[src/rtl/packet_arbitration_multiplexer_pkg.sv]
`default_nettype none
// ============================================================================
// Module   : packet_arbitration_multiplexer_pkg
// Purpose  : Shared definitions for the arbiter family: FSM state encoding
//            and the index-width helper used for channel-number ports.
// Revision : 1.0 - initial release
// ============================================================================
package packet_arbitration_multiplexer_pkg;

  typedef logic [0:0] state_t;

  localparam state_t IDLE   = 1'b0;
  localparam state_t LOCKED = 1'b1;

  // Width of a binary channel index; never less than one bit.
  function automatic int index_width(input int n);
    return (n > 1) ? $clog2(n) : 1;
  endfunction

endpackage
`default_nettype wire

[src/rtl/packet_arbitration_multiplexer_onehot_to_binary.sv]
`default_nettype none
// ============================================================================
// Module   : onehot_to_binary
// Purpose  : Converts a one-hot vector into a binary index. On multi-hot input
//            the lowest set bit wins.
// Ports    : onehot - input vector (SIZE bits)
//            index  - binary index of the lowest set bit (0 when none set)
//            valid  - at least one bit of onehot is set
// Revision : 1.0 - initial release
// ============================================================================
module onehot_to_binary
  import packet_arbitration_multiplexer_pkg::*;
#(
  parameter int SIZE = 4
) (
  input  logic [SIZE-1:0]               onehot,
  output logic [index_width(SIZE)-1:0] index,
  output logic                          valid
);

  localparam int IW = index_width(SIZE);

  // Scan from the top down so the lowest set bit is the last assignment.
  always_comb begin
    index = '0;
    valid = |onehot;
    for (int i = SIZE - 1; i >= 0; i--) begin
      if (onehot[i]) begin
        index = i[IW-1:0];
      end
    end
  end

endmodule
`default_nettype wire

[src/rtl/packet_arbitration_multiplexer.sv]
`default_nettype none
// ============================================================================
// Module   : packet_arbitration_multiplexer
// Purpose  : Multiplexes SIZE packet channels onto one registered output,
//            driven by an external arbiter's grant. Once a multi-beat packet
//            starts, the channel is locked until its last beat regardless of
//            the arbiter's grant.
// Ports    : clock, reset                  - clock / async active-high reset
//            write_valid/data/last/ready   - per-channel input beats
//            requests, grant               - arbiter interface
//            read_valid/data/last/channel  - registered output beat
//            read_ready                    - downstream accept
// Revision : 1.0 - initial release
// ============================================================================
module packet_arbitration_multiplexer
  import packet_arbitration_multiplexer_pkg::*;
#(
  parameter int SIZE  = 4,
  parameter int WIDTH = 8
) (
  input  logic                          clock,
  input  logic                          reset,
  input  logic [SIZE-1:0]               write_valid,
  input  logic [SIZE*WIDTH-1:0]         write_data,
  input  logic [SIZE-1:0]               write_last,
  output logic [SIZE-1:0]               write_ready,
  output logic [SIZE-1:0]               requests,
  input  logic [SIZE-1:0]               grant,
  output logic                          read_valid,
  output logic [WIDTH-1:0]              read_data,
  output logic                          read_last,
  output logic [index_width(SIZE)-1:0] read_channel,
  input  logic                          read_ready
);

  localparam int IW = index_width(SIZE);

  state_t          state;
  state_t          state_next;
  logic [IW-1:0]   locked_index;
  logic [IW-1:0]   grant_index;
  logic            grant_any;
  logic [IW-1:0]   selected;
  logic            select_ok;
  logic            can_accept;
  logic            transfer;
  logic            beat_last;
  logic [WIDTH-1:0] beat_data;

  onehot_to_binary #(
    .SIZE (SIZE)
  ) u_grant_decode (
    .onehot (grant),
    .index  (grant_index),
    .valid  (grant_any)
  );

  assign can_accept = !read_valid || read_ready;
  assign transfer   = |(write_valid & write_ready);
  assign beat_last  = write_last[selected];
  assign beat_data  = write_data[selected*WIDTH +: WIDTH];

  // State register
  always_ff @(posedge clock or posedge reset) begin
    if (reset) begin
      state        <= IDLE;
      locked_index <= '0;
    end else begin
      state <= state_next;
      if (state == IDLE && transfer && !beat_last) begin
        locked_index <= selected;
      end
    end
  end

  // Next-state logic
  always_comb begin
    state_next = state;
    case (state)
      IDLE:    if (transfer && !beat_last) state_next = LOCKED;
      LOCKED:  if (transfer && beat_last)  state_next = IDLE;
      default: state_next = IDLE;
    endcase
  end

  // Output decode: while idle the arbiter picks; a grant to a channel that is
  // not presenting a beat selects nothing. While locked the grant is ignored.
  always_comb begin
    requests    = '0;
    selected    = locked_index;
    select_ok   = 1'b1;
    write_ready = '0;
    if (state == IDLE) begin
      requests  = write_valid;
      selected  = grant_index;
      select_ok = grant_any && write_valid[grant_index];
    end
    if (!reset && select_ok && can_accept) begin
      write_ready[selected] = 1'b1;
    end
  end

  // Single-stage output register
  always_ff @(posedge clock or posedge reset) begin
    if (reset) begin
      read_valid   <= 1'b0;
      read_data    <= '0;
      read_last    <= 1'b0;
      read_channel <= '0;
    end else if (transfer) begin
      read_valid   <= 1'b1;
      read_data    <= beat_data;
      read_last    <= beat_last;
      read_channel <= selected;
    end else if (read_ready) begin
      read_valid   <= 1'b0;
    end
  end

`ifndef SYNTHESIS
  // A multi-hot grant is an upstream protocol error; the decoder still
  // resolves it to the lowest channel.
  always @(posedge clock) begin
    if (!reset && state == IDLE) begin
      assert ($onehot0(grant))
        else $warning("multi-hot grant %b", grant);
    end
  end
`endif

endmodule
`default_nettype wire

[config.mk]
export PLATFORM = sky130hd
export DESIGN_NAME = packet_arbitration_multiplexer
export DESIGN_NICKNAME = d
export VERILOG_FILES = /design/src/rtl/packet_arbitration_multiplexer_pkg.sv /design/src/rtl/packet_arbitration_multiplexer_onehot_to_binary.sv /design/src/rtl/packet_arbitration_multiplexer.sv
export SDC_FILE = /design/constraint.sdc
export NUM_CORES = 1
export LEC_CHECK = 0
export BUFFER_PORTS_ARGS = -buffer_cell sky130_fd_sc_hd__buf_2
export CAP_MARGIN = 40
export CORE_MARGIN = 5
export CORE_UTILIZATION = 35
export DETAILED_ROUTE_END_ITERATION = 6
export GPL_TIMING_DRIVEN = 0
export PLACE_DENSITY = 0.79
export SLEW_MARGIN = 20
export SYNTH_ARGS = -nofsm -noshare
export SYNTH_HDL_FRONTEND = slang
export SYNTH_SLANG_ARGS = --single-unit
[constraint.sdc]
create_clock -name clock -period 3.1 [get_ports clock]
set_clock_uncertainty 0.1 [all_clocks]
set_input_delay 0.155 -clock clock [delete_from_list [all_inputs] [get_ports clock]]
set_output_delay 0.155 -clock clock [all_outputs]
set_load 0.03 [all_outputs]
==> results.sh <==
export IMPL_fin_nets=239
export IMPL_criticalPathCategory="flop to output port"
export IMPL_clk_pin_slew_worst_paths_ps=90
export IMPL_dr_pass1_iters=4
export IMPL_initial_core_util_pct=36.19
export IMPL_outcome="finished clean"
export IMPL_drt_iter0_markers=60
export IMPL_setup_violations=0
export IMPL_min_from="read_ready"
export IMPL_synthTopCellsByCount="nand2_1 (19), dfrtp_1 (15), nor2b_1 (9)"
export IMPL_drive_gt1_share_pct=45.03
export IMPL_timing_rr_end="read_data[5]"
export IMPL_cts_made_buffers=3
export IMPL_hold_ws_ps=43.68
export IMPL_cts_sinks=15
export IMPL_antenna_found_initial=0
export IMPL_cellPowerDensity_nw_per_um2=898.3
export IMPL_syn_nets=167
export IMPL_whs_path_depth=3
export IMPL_avgViaCountPerCell=4.877
export IMPL_clock_path_buffers=2
export IMPL_gp_congestion=0.7690
export IMPL_core_area_um2=3053
export IMPL_end_kind="output port"
export IMPL_yosys_area_top_type_share_pct=33.98
export IMPL_fillers=307
export IMPL_holdPathEnd="read_valid"
export IMPL_synthFlopType="dfrtp_1"
export IMPL_synth_cell_types=31
export IMPL_ant_nets=0
export IMPL_io_pins=67
export IMPL_drv_slew=0
export IMPL_num_rows=20
export IMPL_wl_per_cell_um=13.39
export IMPL_period_share_pct=88.31
export IMPL_multi_input_area_um2=673.1
export IMPL_synth_area_leaders="dfrtp_1 (34%), mux2_4 (9.5%), nand2_1 (6.5%)"
export IMPL_yosysMostFrequentCell="nand2_1"
export IMPL_rsz0062_at_grt="false"
export IMPL_grt_max_degree=16
export IMPL_required_ps=2840
export IMPL_syn_avg_cell_area_um2=9.207
export IMPL_ys_warn_count=0
export IMPL_grt_pass1_wl_um=4802
export IMPL_async_flop_share_pct=100.0
export IMPL_ys_seq_area_share_pct=33.98
export IMPL_die_area_um2=4380
export IMPL_cp_arrival_ps=2480
export IMPL_design_area_um2=1526
export IMPL_hold_path_class="input pin to flop"
export IMPL_synth_edf_count=0
export IMPL_cts_tree="done"
export IMPL_place_area_um2=1490
export IMPL_r2r_cells=6
export IMPL_cts_max_level=1
export IMPL_maxCapViolations=0
export IMPL_insertedDiodeCount=0
export IMPL_yosysTopAreaCell="dfrtp_1"
export IMPL_postSynthCellCount=120
export IMPL_ir_drop_mv=0.3395
export IMPL_maxSlewHeadroom_pct=60.85
export IMPL_hpwl_um=2517
export IMPL_post_route_min_period_ps=2738
export IMPL_synthToLayoutAreaGrowth_pct=38.16
export IMPL_finalSetupTns_ps=0
export IMPL_power_total_mw=1.371
export IMPL_syn_area_um2=1105
export IMPL_critPathMaxFanout=10
export IMPL_drc=0
export IMPL_root_buffer="clkbuf_4"
export IMPL_io_buffers=66
export IMPL_fp_dieH_um=66.19
export IMPL_totalWireLength_um=3146
export IMPL_first_global_vias=1084
export IMPL_ys_seq_elements=15
export IMPL_regArea_um2=375.4
export IMPL_cts_resized=0
export IMPL_fmax_mhz=365.3
export IMPL_rrSetupSlack_ps=610
export IMPL_worst_pin_slew_ps=580.9
export IMPL_clock_latency_ps=290
export IMPL_grt_usage_pct=14.38
export IMPL_hold_viol=0
export IMPL_gr_total_overflow=0
export IMPL_die_width_um=66.19
export IMPL_startpoint_type="flop"
export IMPL_p_leak_nw=0.7811
export IMPL_fin_util_pct=50.00
export IMPL_vias=1146
[worst max-delay path, cell delays in order, from the launching register on]
cell	delay, ps
dfrtp_1	420
o41ai_2	620
clkbuf_1	410
clkbuf_1	430
nor3b_1	120
buf_2	200
[timing repair]
item	in CTS	in global routing
setup buffers	0	0
hold endpoints to repair	15	0
hold buffers	1	0
[where the power goes]
part	switching, mW	internal [mW]
Sequential	0.0527	0.293
Combinational	0.540	0.372
Clock	0.0635	0.0500
[layer usage]
metal,GRT usage [%],wire length (um)
met5,0,0
met4,8.883,65
met3,1.871,274
met2,24.54,1563
met1,16.84,1243
[per-stage QoR]
step / worst slack [ps] / cells
floorplan: 862.1 / 120
global placement: 668.9 / 230
detailed placement: 598.1 / 230
CTS: 332.9 / 235
global route: 180.1 / 235
finish: 362.4 / 235
[logic make-up after synthesis]
family / share of synthesized area [%]
multiplexers: 19.93
buffers and inverters: 5.096
AO/OA/AOI/OAI: 19.25
flip-flops: 33.98
AND/OR/NAND/NOR: 21.74
[final cells by class]
| type | count | area share (%) |
|---|---|---|
| buffer | 9 | 2.951 |
| clock buffer | 4 | 1.721 |
| inverter | 3 | 0.7377 |
| multi-input combinational | 93 | 44.10 |
| sequential | 15 | 24.59 |
| tap | 44 | 3.607 |
| timing repair buffer | 67 | 22.30 |
[sequential cells by signal, summed over array words and instances, names as in the netlist, named ones only]
signal,count
read_channel,2
read_last,1
read_data,8
locked_index,2
read_valid,1
[placed cells by master, fill, tap and decap left out, drive strengths merged, types with 2 or more instances in the layout]
cell type,instances
a211oi,8
a31oi,8
and2,8
buf,70
clkbuf,9
dfrtp,15
inv,3
mux2,11
mux2i,7
nand2,19
nand2b,2
nor2,3
nor2b,9
nor3,3
o21ai,3
o21bai,2
[how the worst max path moves through the flow]
stage                     startpoint  slack (ps)         endpoint
after global routing            flop         180   write_ready[1]
final                           flop         360   write_ready[1]
after detailed placement        flop         600     read_data[5]
after CTS                       flop         330   write_ready[1]
after floorplan                 flop         860  locked_index[1]
after global placement          flop         670     read_data[1]
Note: power is estimated with default switching activity, not from simulation.
